## config.mk

```make
export PLATFORM = sky130hd
export DESIGN_NAME = piso_serializer
export DESIGN_NICKNAME = d
export VERILOG_FILES = /design/src/rtl/serdes_pkg.sv /design/src/rtl/piso_serializer.sv
export SDC_FILE = /design/constraint.sdc
export NUM_CORES = 1
export LEC_CHECK = 0
export ABC_AREA = 1
export CAP_MARGIN = 20
export CORE_MARGIN = 2
export CORE_UTILIZATION = 52
export CTS_BUF_LIST = sky130_fd_sc_hd__clkbuf_4
export CTS_CLUSTER_SIZE = 14
export DETAILED_ROUTE_END_ITERATION = 8
export GPL_TIMING_DRIVEN = 0
export HOLD_SLACK_MARGIN = 0.08
export PLACE_DENSITY = 0.81
export SETUP_SLACK_MARGIN = 0.05
export SLEW_MARGIN = 5
export SYNTH_ARGS = -nofsm -noshare
export SYNTH_HDL_FRONTEND = slang
export SYNTH_SLANG_ARGS = --single-unit
export TNS_END_PERCENT = 10
```

## constraint.sdc

```tcl
create_clock -name clk -period 2.2 [get_ports clk]
set_clock_uncertainty 0.15 [all_clocks]
set_input_delay 0.66 -clock clk [delete_from_list [all_inputs] [get_ports clk]]
set_output_delay 0.66 -clock clk [all_outputs]
set_load 0.02 [all_outputs]
```

## src/rtl/serdes_pkg.sv

```systemverilog
// Types and helpers shared by the serial transmit (PISO) and capture (SIPO) paths.
package serdes_pkg;

    typedef enum logic {
        IDLE  = 1'b0,
        SHIFT = 1'b1
    } ser_state_t;

    // Bit-index counter width; a 1-bit word still needs a 1-bit counter.
    function automatic int ser_cnt_w(input int w);
        return (w > 1) ? $clog2(w) : 1;
    endfunction

endpackage

```

## src/rtl/piso_serializer.sv

```systemverilog
// Parallel-in/serial-out transmitter: takes a word over valid/ready and shifts it out
// one bit per shift_en tick, framed by sout_valid/sout_last, with back-to-back reload.
module piso_serializer
    import serdes_pkg::*;
#(
    parameter int   WIDTH      = 8,
    parameter bit   MSB_FIRST  = 1'b1,
    parameter logic IDLE_LEVEL = 1'b0
) (
    input  logic             clk,
    input  logic             rst,
    input  logic             shift_en,
    input  logic [WIDTH-1:0] in_data,
    input  logic             in_valid,
    output logic             in_ready,
    output logic             sout,
    output logic             sout_valid,
    output logic             sout_last,
    output logic             busy
);

    localparam int             CW       = ser_cnt_w(WIDTH);
    localparam logic [CW-1:0]  LAST_IDX = CW'(WIDTH - 1);

    ser_state_t       state_q, state_d;
    logic [CW-1:0]    cnt_q, cnt_d;
    logic [WIDTH-1:0] shreg_q, shreg_d;
    logic             sout_q, sout_d;
    logic             sout_valid_q, sout_valid_d;
    logic             sout_last_q, sout_last_d;
    logic             accept;

    function automatic logic head_bit(input logic [WIDTH-1:0] w);
        return MSB_FIRST ? w[WIDTH-1] : w[0];
    endfunction

    function automatic logic [WIDTH-1:0] advance(input logic [WIDTH-1:0] w);
        return MSB_FIRST ? (w << 1) : (w >> 1);
    endfunction

    always_comb begin
        state_d      = state_q;
        cnt_d        = cnt_q;
        shreg_d      = shreg_q;
        sout_d       = sout_q;
        sout_valid_d = sout_valid_q;
        sout_last_d  = sout_last_q;

        // Ready is withheld while reset is applied so nothing looks accepted then.
        in_ready = rst && shift_en && ((state_q == IDLE) || (cnt_q == LAST_IDX));
        accept   = in_valid && in_ready;

        if (accept) begin
            sout_d       = head_bit(in_data);
            shreg_d      = advance(in_data);
            cnt_d        = '0;
            sout_valid_d = 1'b1;
            sout_last_d  = (WIDTH == 1);
            state_d      = SHIFT;
        end else if (shift_en && (state_q == SHIFT)) begin
            if (cnt_q != LAST_IDX) begin
                sout_d      = head_bit(shreg_q);
                shreg_d     = advance(shreg_q);
                cnt_d       = cnt_q + 1'b1;
                sout_last_d = ((cnt_q + 1'b1) == LAST_IDX);
            end else begin
                state_d      = IDLE;
                sout_valid_d = 1'b0;
                sout_last_d  = 1'b0;
                sout_d       = IDLE_LEVEL;
            end
        end
    end

    always_ff @(posedge clk or negedge rst) begin
        if (!rst) begin
            state_q      <= IDLE;
            cnt_q        <= '0;
            shreg_q      <= '0;
            sout_q       <= IDLE_LEVEL;
            sout_valid_q <= 1'b0;
            sout_last_q  <= 1'b0;
        end else begin
            state_q      <= state_d;
            cnt_q        <= cnt_d;
            shreg_q      <= shreg_d;
            sout_q       <= sout_d;
            sout_valid_q <= sout_valid_d;
            sout_last_q  <= sout_last_d;
        end
    end

    assign sout       = sout_q;
    assign sout_valid = sout_valid_q;
    assign sout_last  = sout_last_q;
    assign busy       = (state_q == SHIFT);

endmodule

```

==> results.json, run 1 <==
{
  "grt_pass1_wl_um": 3220,
  "numClockSinks": 13,
  "start_util_pct": 55.3,
  "p_comb_share_pct": 50.8,
  "die_x_um": 44.0,
  "seqPwrFrac_pct": 35.4,
  "grt.total_usage_pct": 23.1,
  "cp-end-kind": "primary output",
  "place_congestion": 0.737,
  "max_freq_mhz": 456,
  "cp.arrival_ns": 1.38,
  "dr_total_vias": 789,
  "fillers": 101,
  "critPathMaxFanout": 3,
  "drc_errors": 0,
  "final.period_utilization_pct": 99.7,
  "dr.pass1.iters": 4,
  "power.switching_mw": 0.478,
  "required_ns": 1.39,
  "antenna_cells": 0,
  "critPathLaunchType": "flip-flop",
  "vdd_drop_max_v": 0.000891,
  "hold_buffers": 0,
  "yosysWarnings": 0,
  "dp_hpwl_um": 1190,
  "status": "complete, no violations",
  "clockBufferDepth": 2,
  "synth_top_area_share_pct": 39.0,
  "fp-row-count": 14,
  "cts_buffers": 3,
  "drive_above_1_share_pct": 26.2,
  "clockPowerShare_pct": 13.8,
  "dp_cells": 132,
  "area_growth_pct": 33.9,
  "grt.overflow.total": 0,
  "drtAntennaViolNets": 0,
  "grt_start_max_net_pins": 15,
  "seqCellArea_um2": 327,
  "seq_area_frac_synth_pct": 39.0,
  "wl_um": 1980,
  "drtIter0Drc": 27,
  "synth_area_um2": 833,
  "grt_pass1_vias": 745,
  "worstMarginPinSlew_ns": 0.212,
  "hold_ws_ns": 0.0973,
  "clkLatencyLatePin_ns": 0.27,
  "yosysUniqueCellTypes": 19,
  "final_cells": 142,
  "routedWlPerCell_um": 13.9,
  "ctsHtreeMaxLevel": 1,
  "nNetsFinal": 142,
  "yosysTopAreaCell": "dfrtp_1",
  "syn-instance-count": 101,
  "rrSetupSlack_ns": 0.45,
  "path_class": "reg2out",
  "final.setup.worst_slack_ns": 0.00699,
  "cts_root_buf": "clkbuf_4",
  "p_leak_nw": 0.577,
  "ys_ff_latch": 13,
  "io_buffers": 15,
  "fin_crit_ns": 2.19,
  "yosys-top-cells-area": "dfrtp_1 (39%), nand2_1 (14%), nand4_1 (11%), nand3_1 (7.2%), buf_6 (6.8%)",
  "drv_cap": 0,
  "io_pins": 17,
  "place_ws_ns": -1.14,
  "fin_area_um2": 1120,
  "max-slew-margin-rel_pct": 85.9,
  "rsz0062_at_grt": "yes",
  "dieArea_um2": 1940,
  "setup_viol": 0,
  "hp-class": "in2async",
  "cts_tree": "built",
  "final_util_pct": 74.1,
  "swShare_pct": 40.3,
  "slew_violations": 0,
  "place_area_um2": 1000,
  "avgSynthCellArea_um2": 8.25,
  "core_area_um2": 1510,
  "syn-num-nets": 116,
  "r2r_cells": 10,
  "die_y_um": 44.0,
  "clkTransAtPathRegs_ns": 0.09,
  "finalHoldViolations": 0,
  "power_report.internal_total_mw": 0.706,
  "multi_input_area_um2": 425,
  "vias_per_cell": 5.56,
  "antenna_found_initial": 0,
  "powerDensity_nw_per_um2": 1060
}
[cell type report]
type	count	area share [%]
inverters	12	4.82
repair buffers	21	17.2
multi-input cells	69	38.1
flip-flops and latches	13	29.3
well taps	16	1.79
plain buffers	7	6.17
clock buffers	4	2.69
[cells in the mapped netlist]
cell      instances
buf_6             5
nand2_2           1
clkinv_2          1
o21ai_0           1
inv_2             1
nand2_8           1
nor2_1            2
or2_1             1
nand2_1          30
nand3_4           1
nand4_1          14
inv_4             1
buf_4             1
dfrtp_1          13
nand3_1          12
nand3_2           3
inv_1             9
ha_1              3
buf_2             1
[power by group through the flow]
stage / sequential [mW] / clock [mW] / combinational (mW)
after floorplan: 0.420 / 0 / 0.344
after global placement: 0.401 / 0 / 0.503
after detailed placement: 0.407 / 0 / 0.515
after CTS: 0.404 / 0.172 / 0.572
after global routing: 0.429 / 0.178 / 0.659
final: 0.419 / 0.163 / 0.601
[worst max-delay path, cell delays in order, from the launching register on]
cell and delay, ns:
dfrtp_2 0.45, ha_4 0.18, ha_4 0.16, inv_4 0.08, nand2_8 0.05, clkinv_4 0.05
nor2_4 0.03, buf_6 0.12
[repair_timing]
item                                    4_1_cts  5_1_grt
pin swaps                                     2        2
resized for setup                            20        5
endpoints found under the setup margin       15        1
setup buffers                                 4        2
[metal layers]
metal	share of wire, %	vias up	track usage, %	wire [um]
li1	-	385	-	-
met1	40	362	28.4	800
met2	50	40	38.8	990
met3	8.3	2	5.31	164
met4	1.0	0	9.70	20
met5	0	-	0	0
[cell usage in the layout, fill, tap and decap left out]
cell	instances
dlygate4sd2_1	2
dfrtp_2	1
nand3_2	3
ha_4	2
nand3_1	12
nand2_2	2
inv_4	1
dfrtp_1	12
or2_1	1
o21ai_0	1
clkdlybuf4s50_1	11
buf_2	1
nand2_1	29
clkbuf_4	5
buf_4	7
inv_1	9
nand4_1	14
nand2_8	1
ha_1	1
buf_6	6
nor2_1	1
clkinv_4	1
nor2_4	1
nand3_4	1
clkinv_2	1
[registers in the layout, indices dropped and copies added, names as in the netlist]
register,cells
sout,1
shreg_q,7
sout_valid,1
cnt_q,3
sout_last,1
[per-stage QoR]
step,power [mW],TNS (ns)
2_1_floorplan,0.764,0
3_3_place_gp,0.904,-5.54
3_5_place_dp,0.922,-5.67
4_1_cts,1.15,-0.00262
5_1_grt,1.27,-0.0352
6_report,1.18,0
[path summary, 6_finish.rpt]
path                                       from                      to
setup / recovery           cnt_q[0]$_DFFE_PN0P_                in_ready
hold / removal                              rst  shreg_q[3]$_DFFE_PN0P_
setup reg to reg           cnt_q[0]$_DFFE_PN0P_  shreg_q[7]$_DFFE_PN0P_
hold reg to reg                sout$_DFFE_PN0P_        sout$_DFFE_PN0P_
max in group asynchronous                   rst    cnt_q[0]$_DFFE_PN0P_
min in group clk               sout$_DFFE_PN0P_        sout$_DFFE_PN0P_
[logic make-up (layout without fill, tap and decap cells)]
| family | after synthesis | count (layout) | share of synthesized area [%] |
|---|---|---|---|
| fa+ha+maj | 3 | 3 | 4.50 |
| compound gates | 1 | 1 | 0.600 |
| simple gates | 65 | 65 | 41.7 |
| buf+inv | 19 | 44 | 14.1 |
| flops | 13 | 13 | 39.0 |
(Power assumes the default switching activity.)
==> run 2, diff against run 1 <==
Settings changed: ABC_AREA 1 to unset, ABC_CLOCK_PERIOD_IN_PS set to 2200, CORE_UTILIZATION 52 to 50, PLACE_DENSITY 0.81 to 0.8.
==> results.json, run 2 <==
{
  "hold_buffers": 0,
  "place_ws_ns": -1.12,
  "p_leak_nw": 0.497,
  "path_cells": "dlygate4sd2_1, o211a_1, buf_6",
  "grt_pass1_wl_um": 2050,
  "ys_ff_latch": 13,
  "drtIter0Drc": 2,
  "path_class": "in2out",
  "drc_errors": 0,
  "max-slew-margin-rel_pct": 69.9,
  "tns_ns": -0.0120,
  "yosysTopAreaCell": "dfrtp_1",
  "setup_viol": 1,
  "drtAntennaViolNets": 0,
  "die_y_um": 42.5,
  "yosysWarnings": 0,
  "cts_buffers": 3,
  "required_ns": 1.39,
  "synth_area_um2": 742,
  "slew_violations": 0,
  "synthMostInstantiatedCell": "dfrtp_1",
  "nNetsFinal": 94,
  "ctsHtreeMaxLevel": 1,
  "vias_per_cell": 5.30,
  "wl_um": 1210,
  "largest_reg_flops": 7,
  "critPathMaxFanout": 7,
  "critPathBufInv": 2,
  "place_congestion": 0.771,
  "antenna_cells": 0,
  "powerDensity_nw_per_um2": 1140,
  "dieArea_um2": 1810,
  "synth_edf_count": 0,
  "dr_total_vias": 493,
  "slowest_stage": "dlygate4sd2_1",
  "fillers": 105,
  "numClockSinks": 13,
  "start_util_pct": 55.0,
  "area_growth_pct": 30.4,
  "max_freq_mhz": 452,
  "cp.arrival_ns": 1.40,
  "grt_pass1_vias": 441,
  "final.setup.worst_slack_ns": -0.0120,
  "worstMarginPinSlew_ns": 0.451,
  "regMostFlops": "shreg_q",
  "grt_start_max_net_pins": 17,
  "slowest_delay_ns": 0.40,
  "yosys-top-cells-area": "dfrtp_1 (44%), mux2_4 (16%), mux2_2 (6.1%), ha_1 (5.1%), o2111ai_4 (3.5%)",
  "status": "finished, violations left",
  "die_x_um": 42.5,
  "synth-main-ff-cell": "dfrtp_1",
  "clkLatencyLatePin_ns": 0.28,
  "io_buffers": 16,
  "rsz0062_at_grt": "yes",
  "clockBufferDepth": 2,
  "place_area_um2": 921,
  "grt.overflow.total": 0,
  "cts_tree": "built",
  "final_cell_mix": "dfrtp_1 (12), clkdlybuf4s50_1 (11), mux2_4 (8), inv_1 (5), nand2_1 (5)",
  "cp_top_family": "buffers and inverters",
  "cts_root_buf": "clkbuf_4",
  "io_pins": 17,
  "final.period_utilization_pct": 101,
  "clkTransAtPathRegs_ns": 0.08,
  "fin_area_um2": 967,
  "syn-num-nets": 72,
  "hp-class": "in2async",
  "async_reset_ff_share_pct": 100,
  "dr.pass1.iters": 2,
  "fp-row-count": 13,
  "final_common_cell": "dfrtp_1",
  "antenna_found_initial": 0,
  "core_area_um2": 1350,
  "fin_crit_ns": 2.21,
  "critPathLaunchType": "input port",
  "dp_hpwl_um": 885,
  "drv_cap": 0,
  "avgSynthCellArea_um2": 13.0,
  "routedWlPerCell_um": 13.0,
  "yosysUniqueCellTypes": 23,
  "syn-instance-count": 57,
  "seq_area_frac_synth_pct": 43.8,
  "synth_commonest_cells": "dfrtp_1 (13), mux2_4 (8), inv_1 (5), nand2_1 (5), mux2_2 (4)",
  "rrSetupSlack_ns": 0.13,
  "finalHoldViolations": 0,
  "vdd_drop_max_v": 0.000631,
  "synth_top_area_share_pct": 43.8,
  "drive_above_1_share_pct": 35.9,
  "cp-end-kind": "primary output",
  "violations": "negative setup slack",
  "reg.largest.list": "shreg_q: 7 flops, cnt_q: 3 flops",
  "grt.total_usage_pct": 16.0
}
## run 2: cell types whose count changed after synthesis, moves of 8 or more
cell     before  now
mux2_4        0    8
nand2_1      30    5
nand3_1      12    0
nand4_1      14    0
## run 2: repair_timing
action                                  4_1_cts  5_1_grt
endpoints found under the setup margin       13        1
resized for setup                            16        2
buffers inserted                              0        1
pin swaps                                     0        1
## run 2: path summary, 6_finish.rpt
path,from,to,cells past startpoint
max reg2reg,cnt_q[1]$_DFFE_PN0P_,shreg_q[4]$_DFFE_PN0P_,7
max in group asynchronous,rst,sout_valid$_DFFE_PN0P_,1
min reg2reg,shreg_q[1]$_DFFE_PN0P_,shreg_q[1]$_DFFE_PN0P_,2
max,shift_en,in_ready,3
min in group clk,shreg_q[1]$_DFFE_PN0P_,shreg_q[1]$_DFFE_PN0P_,2
min,rst,sout_valid$_DFFE_PN0P_,1
## run 2: kinds of logic after synthesis
kind of cell | share of synthesized area, %
AOI/OAI and AO/OA | 10.5
xor gates and xnor gates | 1.18
adders and majority gates | 5.06
buffers and inverters | 5.06
DFF | 43.8
muxes | 25.0
and+or+nand+nor | 9.44
## run 2: worst reg2reg max path, cell delays in order, from the launching register on
cell and delay (ns):
dfrtp_1 0.41, ha_2 0.21, ha_4 0.17, buf_4 0.15, nand3b_4 0.17, buf_6 0.16, mux2_4 0.30, mux2_4 0.25
## run 2: area by class of cell
type                       instances  area [um2]  share of cell area (%)
buffer                             2        18.8                    1.94
sequential                        13         327                    33.8
tap                               15        18.8                    1.94
clock buffer                       4        30.0                    3.10
multi-input combinational         37         394                    40.8
inverter                           5        18.8                    1.94
timing repair buffer              17         160                    16.6
## run 2: routing by layer
metal	up-vias	wire length, um	global-route usage (%)
met2	16	581	23.7
met1	229	530	19.9
li1	244	-	-
met5	-	0	0
met3	4	71	5.60
met4	0	23	9.38
## run 2: stage by stage
stage                     hold WS [ns]  power [mW]  util [%]  cells
after floorplan                  0.214       0.778         -     57
after global placement           0.358       0.910      68.2     88
after detailed placement         0.362       0.932      68.2     88
after CTS                        0.139        1.10      70.6     92
after global routing             0.151        1.19      71.6     93
final                            0.127        1.10      71.6     93
## run 2: power breakdown
| part | total [mW] | leakage, nW | switching [mW] | internal, mW |
|---|---|---|---|---|
| combinational | 0.527 | 0.314 | 0.214 | 0.314 |
| clock | 0.160 | 0.0184 | 0.0771 | 0.0826 |
| sequential | 0.411 | 0.165 | 0.0744 | 0.337 |
| total | 1.10 | 0.497 | 0.365 | 0.733 |
==> run 3, diff against run 2 <==
Settings changed: CTS_CLUSTER_SIZE 14 to 16, SKIP_LAST_GASP set to 1.
==> results.json, run 3 (synthesis results as in run 2) <==
{
  "violations": "negative setup slack",
  "dr_total_vias": 493,
  "ctsHtreeMaxLevel": 1,
  "drive_above_1_share_pct": 35.9,
  "fp-row-count": 13,
  "slowest_delay_ns": 0.40,
  "core_area_um2": 1350,
  "drv_cap": 0,
  "p_leak_nw": 0.497,
  "rsz0062_at_grt": "yes",
  "drtAntennaViolNets": 0,
  "worstMarginPinSlew_ns": 0.451,
  "io_pins": 17,
  "numClockSinks": 13,
  "cp-end-kind": "primary output",
  "cts_root_buf": "clkbuf_4",
  "place_congestion": 0.771,
  "path_cells": "dlygate4sd2_1, o211a_1, buf_6",
  "area_growth_pct": 30.5,
  "final.setup.worst_slack_ns": -0.0120,
  "max-slew-margin-rel_pct": 69.9,
  "wl_um": 1210,
  "vdd_drop_max_v": 0.000632,
  "finalHoldViolations": 0,
  "reg.largest.list": "shreg_q: 7 flops, cnt_q: 3 flops",
  "grt.overflow.total": 0,
  "dp_hpwl_um": 885,
  "slew_violations": 0,
  "cp_top_family": "buffers and inverters",
  "path_class": "in2out",
  "cts_tree": "built",
  "critPathBufInv": 2,
  "fin_area_um2": 968,
  "largest_reg_flops": 7,
  "max_freq_mhz": 452,
  "fin_crit_ns": 2.21,
  "grt_pass1_wl_um": 2050,
  "status": "finished, violations left",
  "final_util_pct": 71.7,
  "io_buffers": 16,
  "powerDensity_nw_per_um2": 1140,
  "vias_per_cell": 5.30,
  "required_ns": 1.39,
  "clkTransAtPathRegs_ns": 0.08,
  "dr.pass1.iters": 2,
  "cp.arrival_ns": 1.40,
  "slowest_stage": "dlygate4sd2_1",
  "die_y_um": 42.5,
  "grt_pass1_vias": 441,
  "regMostFlops": "shreg_q",
  "start_util_pct": 55.0,
  "hold_ws_ns": 0.127,
  "final_cell_mix": "dfrtp_1 (12), clkdlybuf4s50_1 (12), mux2_4 (8), inv_1 (5), nand2_1 (5)",
  "final.period_utilization_pct": 101,
  "routedWlPerCell_um": 13.0,
  "place_area_um2": 921,
  "drc_errors": 0,
  "setup_viol": 1,
  "grt.total_usage_pct": 16.0,
  "cts_buffers": 3,
  "power_mw": 1.10,
  "antenna_cells": 0,
  "critPathMaxFanout": 7,
  "clkLatencyLatePin_ns": 0.28,
  "clockBufferDepth": 2,
  "die_x_um": 42.5,
  "dieArea_um2": 1810,
  "drtIter0Drc": 2,
  "grt_start_max_net_pins": 17,
  "critPathLaunchType": "input port",
  "hp-class": "in2async",
  "nNetsFinal": 94,
  "antenna_found_initial": 0
}
[run 3: final timing paths]
check                      slack, ns  depth (start not counted)                      to                   start
max in group asynchronous       1.50                          1  sout_valid$_DFFE_PN0P_                     rst
max reg2reg                     0.13                          7  shreg_q[4]$_DFFE_PN0P_    cnt_q[1]$_DFFE_PN0P_
min reg2reg                     0.38                          2  shreg_q[1]$_DFFE_PN0P_  shreg_q[1]$_DFFE_PN0P_
max                            -0.01                          3                in_ready                shift_en
min in group clk                0.38                          2  shreg_q[1]$_DFFE_PN0P_  shreg_q[1]$_DFFE_PN0P_
min                             0.13                          1  sout_valid$_DFFE_PN0P_                     rst
[run 3: through the flow]
step                setup TNS, ns  worst slack (ns)  instances
finish                    -0.0120           -0.0120         93
global route              -0.0677           -0.0677         93
CTS                       -0.0360           -0.0360         92
detailed placement          -6.48             -1.12         88
global placement            -6.00             -1.09         88
floorplan                       0             0.245         57
[run 3: timing repair]
item,4_1_cts,5_1_grt
setup buffers,0,1
endpoints found under the setup margin,13,2
hold buffers,0,0
pin swaps,0,1
gates resized for setup,15,2
[run 3: final cells by class]
type	count	area, um2
flip-flops and latches	13	327
plain buffers	2	18.8
well taps	15	18.8
inverters	5	18.8
repair buffers	17	161
fillers	104	382
multi-input cells	37	394
clock buffers	4	30.0
[run 3: routing by layer]
metal  up-vias  wire (um)  global-route usage [%]
li1        244          -                       -
met1       229        530                    19.9
met2        16        581                    23.7
met3         4         71                    5.60
met4         0         23                    9.38
met5         -          0                       0
[run 3: power by group]
group / switching [mW] / leakage, nW / internal (mW)
Clock: 0.0771 / 0.0184 / 0.0826
Sequential: 0.0747 / 0.165 / 0.337
Combinational: 0.214 / 0.313 / 0.319
Total: 0.366 / 0.497 / 0.739
[run 3: worst reg2reg max path, delay by kind of cell (launching register included)]
family	cells	cell delay, ns
DFF	1	0.41
and+or+nand+nor	1	0.17
adders and majority gates	2	0.38
muxes	2	0.55
buffers and inverters	2	0.31
